$ cat src/rtl/digitallock_hex_pkg.sv
// Shared definitions for the digital lock seven-segment controller.
// Holds the Avalon register addresses, field widths, the active-high
// gfedcba segment table and a lookup helper used by the digit decoder.
package digitallock_hex_pkg;

  localparam int DIGIT_W    = 4;
  localparam int SEG_W      = 7;
  localparam int REG_W      = 32;
  localparam int MAX_DIGITS = 8;

  localparam logic [2:0] ADDR_DATA   = 3'd0;
  localparam logic [2:0] ADDR_EN     = 3'd1;
  localparam logic [2:0] ADDR_BLINK  = 3'd2;
  localparam logic [2:0] ADDR_DIV    = 3'd3;
  localparam logic [2:0] ADDR_STATUS = 3'd4;

  // Entry n sits at bits [7n+6:7n]; entry 0 is the least significant.
  localparam logic [16*SEG_W-1:0] SEG_TABLE = {
    7'h71, 7'h79, 7'h5E, 7'h39, 7'h7C, 7'h77, 7'h6F, 7'h7F,
    7'h07, 7'h7D, 7'h6D, 7'h66, 7'h4F, 7'h5B, 7'h06, 7'h3F
  };

  // All segments off, expressed in active-high form.
  localparam logic [SEG_W-1:0] SEG_BLANK = 7'h00;

  function automatic logic [SEG_W-1:0] seg_pattern(input logic [DIGIT_W-1:0] value);
    return SEG_TABLE[int'(value)*SEG_W +: SEG_W];
  endfunction

endpackage

$ cat src/rtl/hex_seg_decode.sv
// Combinational nibble to seven-segment decoder.
// Ports:
//   nibble : 4-bit digit value 0..F
//   seg    : gfedcba pattern, inverted when ACTIVE_LOW is set
module hex_seg_decode
  import digitallock_hex_pkg::*;
#(
  parameter bit ACTIVE_LOW = 1'b1
) (
  input  logic [DIGIT_W-1:0] nibble,
  output logic [SEG_W-1:0]   seg
);

  logic [SEG_W-1:0] seg_high;

  assign seg_high = seg_pattern(nibble);
  assign seg      = ACTIVE_LOW ? ~seg_high : seg_high;

endmodule

$ cat src/rtl/digitallock_hex_ctrl.sv
// Avalon-MM slave driving NUM_DIGITS seven-segment displays with per-digit
// enable, per-digit blink with a programmable half-period, and selectable
// output polarity.
// Ports:
//   clk, reset            : system clock, asynchronous active-high reset
//   address, chipselect,
//   write_n, writedata    : Avalon write port (zero wait states)
//   readdata              : combinational read mux, zero-extended
//   out_port              : registered segments, digit k at [7k+6:7k]
//   blink_phase           : current blink phase, 1 = blinking digits visible
module digitallock_hex_ctrl
  import digitallock_hex_pkg::*;
#(
  parameter int NUM_DIGITS = 4,
  parameter int DIV_W      = 26,
  parameter bit ACTIVE_LOW = 1'b1
) (
  input  logic                        clk,
  input  logic                        reset,
  input  logic [2:0]                  address,
  input  logic                        chipselect,
  input  logic                        write_n,
  input  logic [REG_W-1:0]            writedata,
  output logic [REG_W-1:0]            readdata,
  output logic [SEG_W*NUM_DIGITS-1:0] out_port,
  output logic                        blink_phase
);

  localparam int DATA_W = DIGIT_W * NUM_DIGITS;
  localparam int OUT_W  = SEG_W * NUM_DIGITS;

  localparam logic [SEG_W-1:0] SEG_OFF  = ACTIVE_LOW ? ~SEG_BLANK : SEG_BLANK;
  localparam logic [SEG_W-1:0] SEG_ZERO = ACTIVE_LOW ? ~SEG_TABLE[SEG_W-1:0]
                                                     : SEG_TABLE[SEG_W-1:0];
  localparam logic [DIV_W-1:0] DIV_ONE  = DIV_W'(1);

  logic [DATA_W-1:0]     data_q,  data_d;
  logic [NUM_DIGITS-1:0] en_q,    en_d;
  logic [NUM_DIGITS-1:0] blink_q, blink_d;
  logic [DIV_W-1:0]      div_q,   div_d;
  logic [DIV_W-1:0]      cnt_q,   cnt_d;
  logic                  phase_q, phase_d;
  logic [OUT_W-1:0]      out_q,   out_d;

  logic                  wr_en;
  logic                  wr_div;
  logic [SEG_W-1:0]      seg_dec [NUM_DIGITS];

  // Bits of writedata above a register's width are dropped on purpose.
  logic                  unused_wdata;
  assign unused_wdata = ^writedata;

  assign wr_en  = chipselect & ~write_n;
  assign wr_div = wr_en & (address == ADDR_DIV);

  for (genvar k = 0; k < NUM_DIGITS; k++) begin : g_dec
    hex_seg_decode #(
      .ACTIVE_LOW(ACTIVE_LOW)
    ) u_dec (
      .nibble(data_q[k*DIGIT_W +: DIGIT_W]),
      .seg   (seg_dec[k])
    );
  end

  // Register file write decode.
  always_comb begin
    data_d  = data_q;
    en_d    = en_q;
    blink_d = blink_q;
    div_d   = div_q;
    if (wr_en) begin
      unique case (address)
        ADDR_DATA:  data_d  = writedata[DATA_W-1:0];
        ADDR_EN:    en_d    = writedata[NUM_DIGITS-1:0];
        ADDR_BLINK: blink_d = writedata[NUM_DIGITS-1:0];
        ADDR_DIV:   div_d   = writedata[DIV_W-1:0];
        default: ;
      endcase
    end
  end

  // Blink divider. A DIV write restarts the phase and beats a wrap on the
  // same edge; DIV=0 parks the divider with digits steadily visible.
  always_comb begin
    cnt_d   = cnt_q;
    phase_d = phase_q;
    if (wr_div || (div_q == '0)) begin
      cnt_d   = '0;
      phase_d = 1'b1;
    end else if (cnt_q == div_q - DIV_ONE) begin
      cnt_d   = '0;
      phase_d = ~phase_q;
    end else begin
      cnt_d   = cnt_q + DIV_ONE;
    end
  end

  // Segment output is computed from the current register state, so every
  // register change shows up on out_port one clock later.
  always_comb begin
    out_d = '0;
    for (int k = 0; k < NUM_DIGITS; k++) begin
      if (en_q[k] && (!blink_q[k] || phase_q)) begin
        out_d[k*SEG_W +: SEG_W] = seg_dec[k];
      end else begin
        out_d[k*SEG_W +: SEG_W] = SEG_OFF;
      end
    end
  end

  always_ff @(posedge clk or posedge reset) begin
    if (reset) begin
      data_q  <= '0;
      en_q    <= '1;
      blink_q <= '0;
      div_q   <= '0;
      cnt_q   <= '0;
      phase_q <= 1'b1;
      out_q   <= {NUM_DIGITS{SEG_ZERO}};
    end else begin
      data_q  <= data_d;
      en_q    <= en_d;
      blink_q <= blink_d;
      div_q   <= div_d;
      cnt_q   <= cnt_d;
      phase_q <= phase_d;
      out_q   <= out_d;
    end
  end

  // Read mux, zero-extended; unmapped addresses read 0.
  always_comb begin
    readdata = '0;
    unique case (address)
      ADDR_DATA:   readdata[DATA_W-1:0]     = data_q;
      ADDR_EN:     readdata[NUM_DIGITS-1:0] = en_q;
      ADDR_BLINK:  readdata[NUM_DIGITS-1:0] = blink_q;
      ADDR_DIV:    readdata[DIV_W-1:0]      = div_q;
      ADDR_STATUS: readdata[0]              = phase_q;
      default: ;
    endcase
  end

  assign out_port    = out_q;
  assign blink_phase = phase_q;

endmodule

$ cat config.mk
export PLATFORM = sky130hd
export DESIGN_NAME = digitallock_hex_ctrl
export DESIGN_NICKNAME = d
export VERILOG_FILES = /design/src/rtl/digitallock_hex_pkg.sv /design/src/rtl/hex_seg_decode.sv /design/src/rtl/digitallock_hex_ctrl.sv
export SDC_FILE = /design/constraint.sdc
export NUM_CORES = 1
export LEC_CHECK = 0
export CORE_ASPECT_RATIO = 1.5
export CORE_MARGIN = 5
export CORE_UTILIZATION = 41
export CTS_BUF_LIST = sky130_fd_sc_hd__clkbuf_8
export CTS_CLUSTER_DIAMETER = 40
export DETAILED_ROUTE_END_ITERATION = 8
export PLACE_DENSITY = 0.64
export SLEW_MARGIN = 20
export SYNTH_ARGS = -nofsm -noshare
export SYNTH_HDL_FRONTEND = slang
export SYNTH_SLANG_ARGS = --single-unit
export TNS_END_PERCENT = 5
$ cat constraint.sdc
create_clock -name clk -period 4.1 [get_ports clk]
set_input_delay 0.41 -clock clk [delete_from_list [all_inputs] [get_ports clk]]
set_output_delay 0.41 -clock clk [all_outputs]
set_load 0.05 [all_outputs]
==> impl_metrics.ini <==
[outcome]
status = finished clean

[clocking]
cts_tree = built
numCtsBuffers = 9
clockBufferDepth = 2
cts_resized = 0
cts_sinks = 105
worstSkewPairLatency_ns = 0.38
htreeDepth = 3
post_cts_buffers = 0
ctsHoldBuffers = 0
clkTransAtPathRegs_ns = 0.11
root_buffer = clkbuf_8

[sta]
clock.fmax_mhz = 284
setup_viol = 0
hold_viol = 0
rsz0062_at_grt = false
fin_hold_ws_ns = 0.512
slew-limit-headroom_pct = 34.7
finalSetupTns_ns = 0
fin_crit_sh_pct = 86.0
finalCriticalPeriod_ns = 3.53
skew_ns = 0.0180
tightest_slew_ns = 0.965
report.final.slew_viol_count = 0

[synthesis]
yosys_warnings = 0
synth_edf_count = 0
ys_ff_latch = 105
yosysSeqAreaShare_pct = 40.6
synth_flop_cell = dfrtp_1
syn_area_mm2 = 0.00650
syn_inst = 620
synth.avg_cell_area_um2 = 10.5
ys_types = 62
synthArstFlopShare_pct = 100

[floorplan]
dieHeight_um = 164
start_util_pct = 41.6
die_w_um = 113
core_area_mm2 = 0.0156
dieArea_mm2 = 0.0185
rows = 56
pin_count = 100

[critical_path]
crit_top_cell = or4b_1
critical_path_class = reg -> reg
startpoint_type = flip-flop
crit_chain = inv_1 > ha_1 > or4b_1 > or4_4 > or4b_1 > nand4_2 > nor2_2 > nor4_4 > buf_4 > nor3_1
cp-end-kind = flip-flop
cp.required_ns = 4.34
crit_path_max_fanout = 26
reg2reg_depth = 10
cpPeakStageDelay_ns = 0.54
crit_slowest_cell = or4_4
arrival_ns = 3.77

[power]
clkPwrFrac_pct = 16.1
comb_power_share_pct = 42.4
power_switching_mw = 1.66
switching_share_pct = 42.5
p_int_mw = 2.24
cellPowerDensity_mw_per_mm2 = 506
p_seq_share_pct = 41.4
leakage_nw = 3.19
worst_ir_drop_vdd_uv = 303

[finish]
final_cell_area_mm2 = 0.00770
final-seq-area_mm2 = 0.00264
fin_cells = 897
syn_to_final_growth_pct = 18.3
final_common_cell = dfrtp_1
final_nets = 750
nFillCells = 1445
final_cell_mix = dfrtp_1, clkdlybuf4s50_1, mux2_2
diodes = 0
drive_above_1_share_pct = 19.9
multi_input_area_mm2 = 0.00358

[place]
place.gp.congestion = 0.866
place_area_mm2 = 0.00751
numPortBuffers = 87
placedCellCount = 881
hpwl_mm = 11.9

[hold_path]
hp-class = in -> async

[global_routing]
grt_antenna_before_repair = 0
grt_pass1_vias = 5228
grt-ovfl-total = 0
grt_pass1_wl_mm = 25.8
grt_usage_pct = 17.1
grt_max_degree = 83

[drt]
drc_errors = 0
finalWirelength_mm = 15.5
ant_nets = 0
dr.pass1.iters = 6
vias = 4931
drtIter0Drc = 172
viasPerCell = 5.50
wl_per_cell_um = 17.3

[run]
cap_violations = 0
==> routing by layer <==
| metal | vias up | track usage [%] | share of wire [%] |
|---|---|---|---|
| met5 | - | 0 | 0 |
| li1 | 2340 | - | - |
| met4 | 0 | 6.89 | 2.5 |
| met2 | 112 | 31.9 | 54 |
| met1 | 2453 | 19.4 | 40 |
| met3 | 26 | 2.51 | 3.5 |
==> cell usage after synthesis (4+ instances only) <==
library cell,count,area share (%)
nand2_1,37,2.1
a21boi_1,4,0.46
nor4_1,9,0.87
nand4_1,11,1.1
and2_1,14,1.3
o211ai_1,20,2.3
mux2i_1,9,1.4
or4_1,4,0.46
nor3_1,18,1.4
nand3_1,19,1.5
nor2_1,23,1.3
a22o_1,12,1.6
dfstp_2,9,3.6
nor3_2,20,3.1
xor2_1,31,4.2
and3_1,6,0.58
buf_4,6,0.69
clkbuf_1,28,1.6
buf_1,5,0.29
ha_1,22,4.2
a211oi_1,4,0.46
mux4_2,7,2.4
or4_4,4,0.69
inv_1,27,1.6
dfrtp_1,96,37
nand3b_1,7,0.81
a21oi_1,9,0.69
nand2b_1,12,1.2
mux2_2,54,9.3
o311ai_0,8,1.1
xnor2_1,27,3.6
o21ai_0,9,0.69
==> sequential cells by signal, summed over array words and instances, names as in the netlist <==
name / flops
blink_phase: 1
blink_q: 4
cnt_q: 26
data_q: 16
div_q: 26
en_q: 4
out_port: 28
==> cell type report <==
type	instances	share of cell area [%]
Multi-Input combinational cell	448	46.5
Sequential cell	105	34.3
Timing Repair Buffer	98	12.1
Tap cell	203	3.30
Clock buffer	10	1.79
Inverter	27	1.38
Clock inverter	6	0.650
==> final timing paths <==
kind | endpoint | slack [ns] | from
setup reg to reg | cnt_q[5]$_DFF_PP0_ | 0.57 | div_q[0]$_DFFE_PP0P_
hold / removal | data_q[10]$_DFFE_PP0P_ | 0.51 | reset
max in group asynchronous | cnt_q[23]$_DFF_PP0_ | 2.87 | reset
setup / recovery | cnt_q[5]$_DFF_PP0_ | 0.57 | div_q[0]$_DFFE_PP0P_
hold reg to reg | blink_q[2]$_DFFE_PP0P_ | 0.55 | blink_q[2]$_DFFE_PP0P_
min in group clk | blink_q[2]$_DFFE_PP0P_ | 0.55 | blink_q[2]$_DFFE_PP0P_
==> metrics by stage <==
stage                     utilization, %  setup slack, ns  power [mW]
after global placement              48.0            0.627        3.24
after CTS                           49.2            0.573        3.93
final                               49.3            0.574        3.90
after detailed placement            48.0            0.601        3.30
after global routing                49.3            0.421        4.13
after floorplan                        -            0.881        2.79
==> power groups by stage <==
stage / Sequential [mW] / Combinational, mW / Clock (mW)
finish: 1.61 / 1.65 / 0.628
global route: 1.66 / 1.78 / 0.689
CTS: 1.61 / 1.67 / 0.652
detailed placement: 1.64 / 1.66 / 0
global placement: 1.62 / 1.62 / 0
floorplan: 1.78 / 1.01 / 0
==> cell families after synthesis <==
logic type | Yosys count | share of synthesized area [%]
simple gates | 208 | 19.5
fa+ha+maj | 22 | 4.23
other cells | 1 | 0.0576
xor+xnor | 59 | 8.16
flops | 105 | 40.6
buf+inv | 72 | 4.90
mux | 70 | 13.2
compound gates | 83 | 9.46
==> critical path, delay by kind of cell, from the launching register on <==
kind	cells	cell delay, ns
and+or+nand+nor	7	2.19
buffers and inverters	2	0.50
adders and majority gates	1	0.24
DFF	1	0.45
Note: power is estimated with default switching activity, not from simulation.
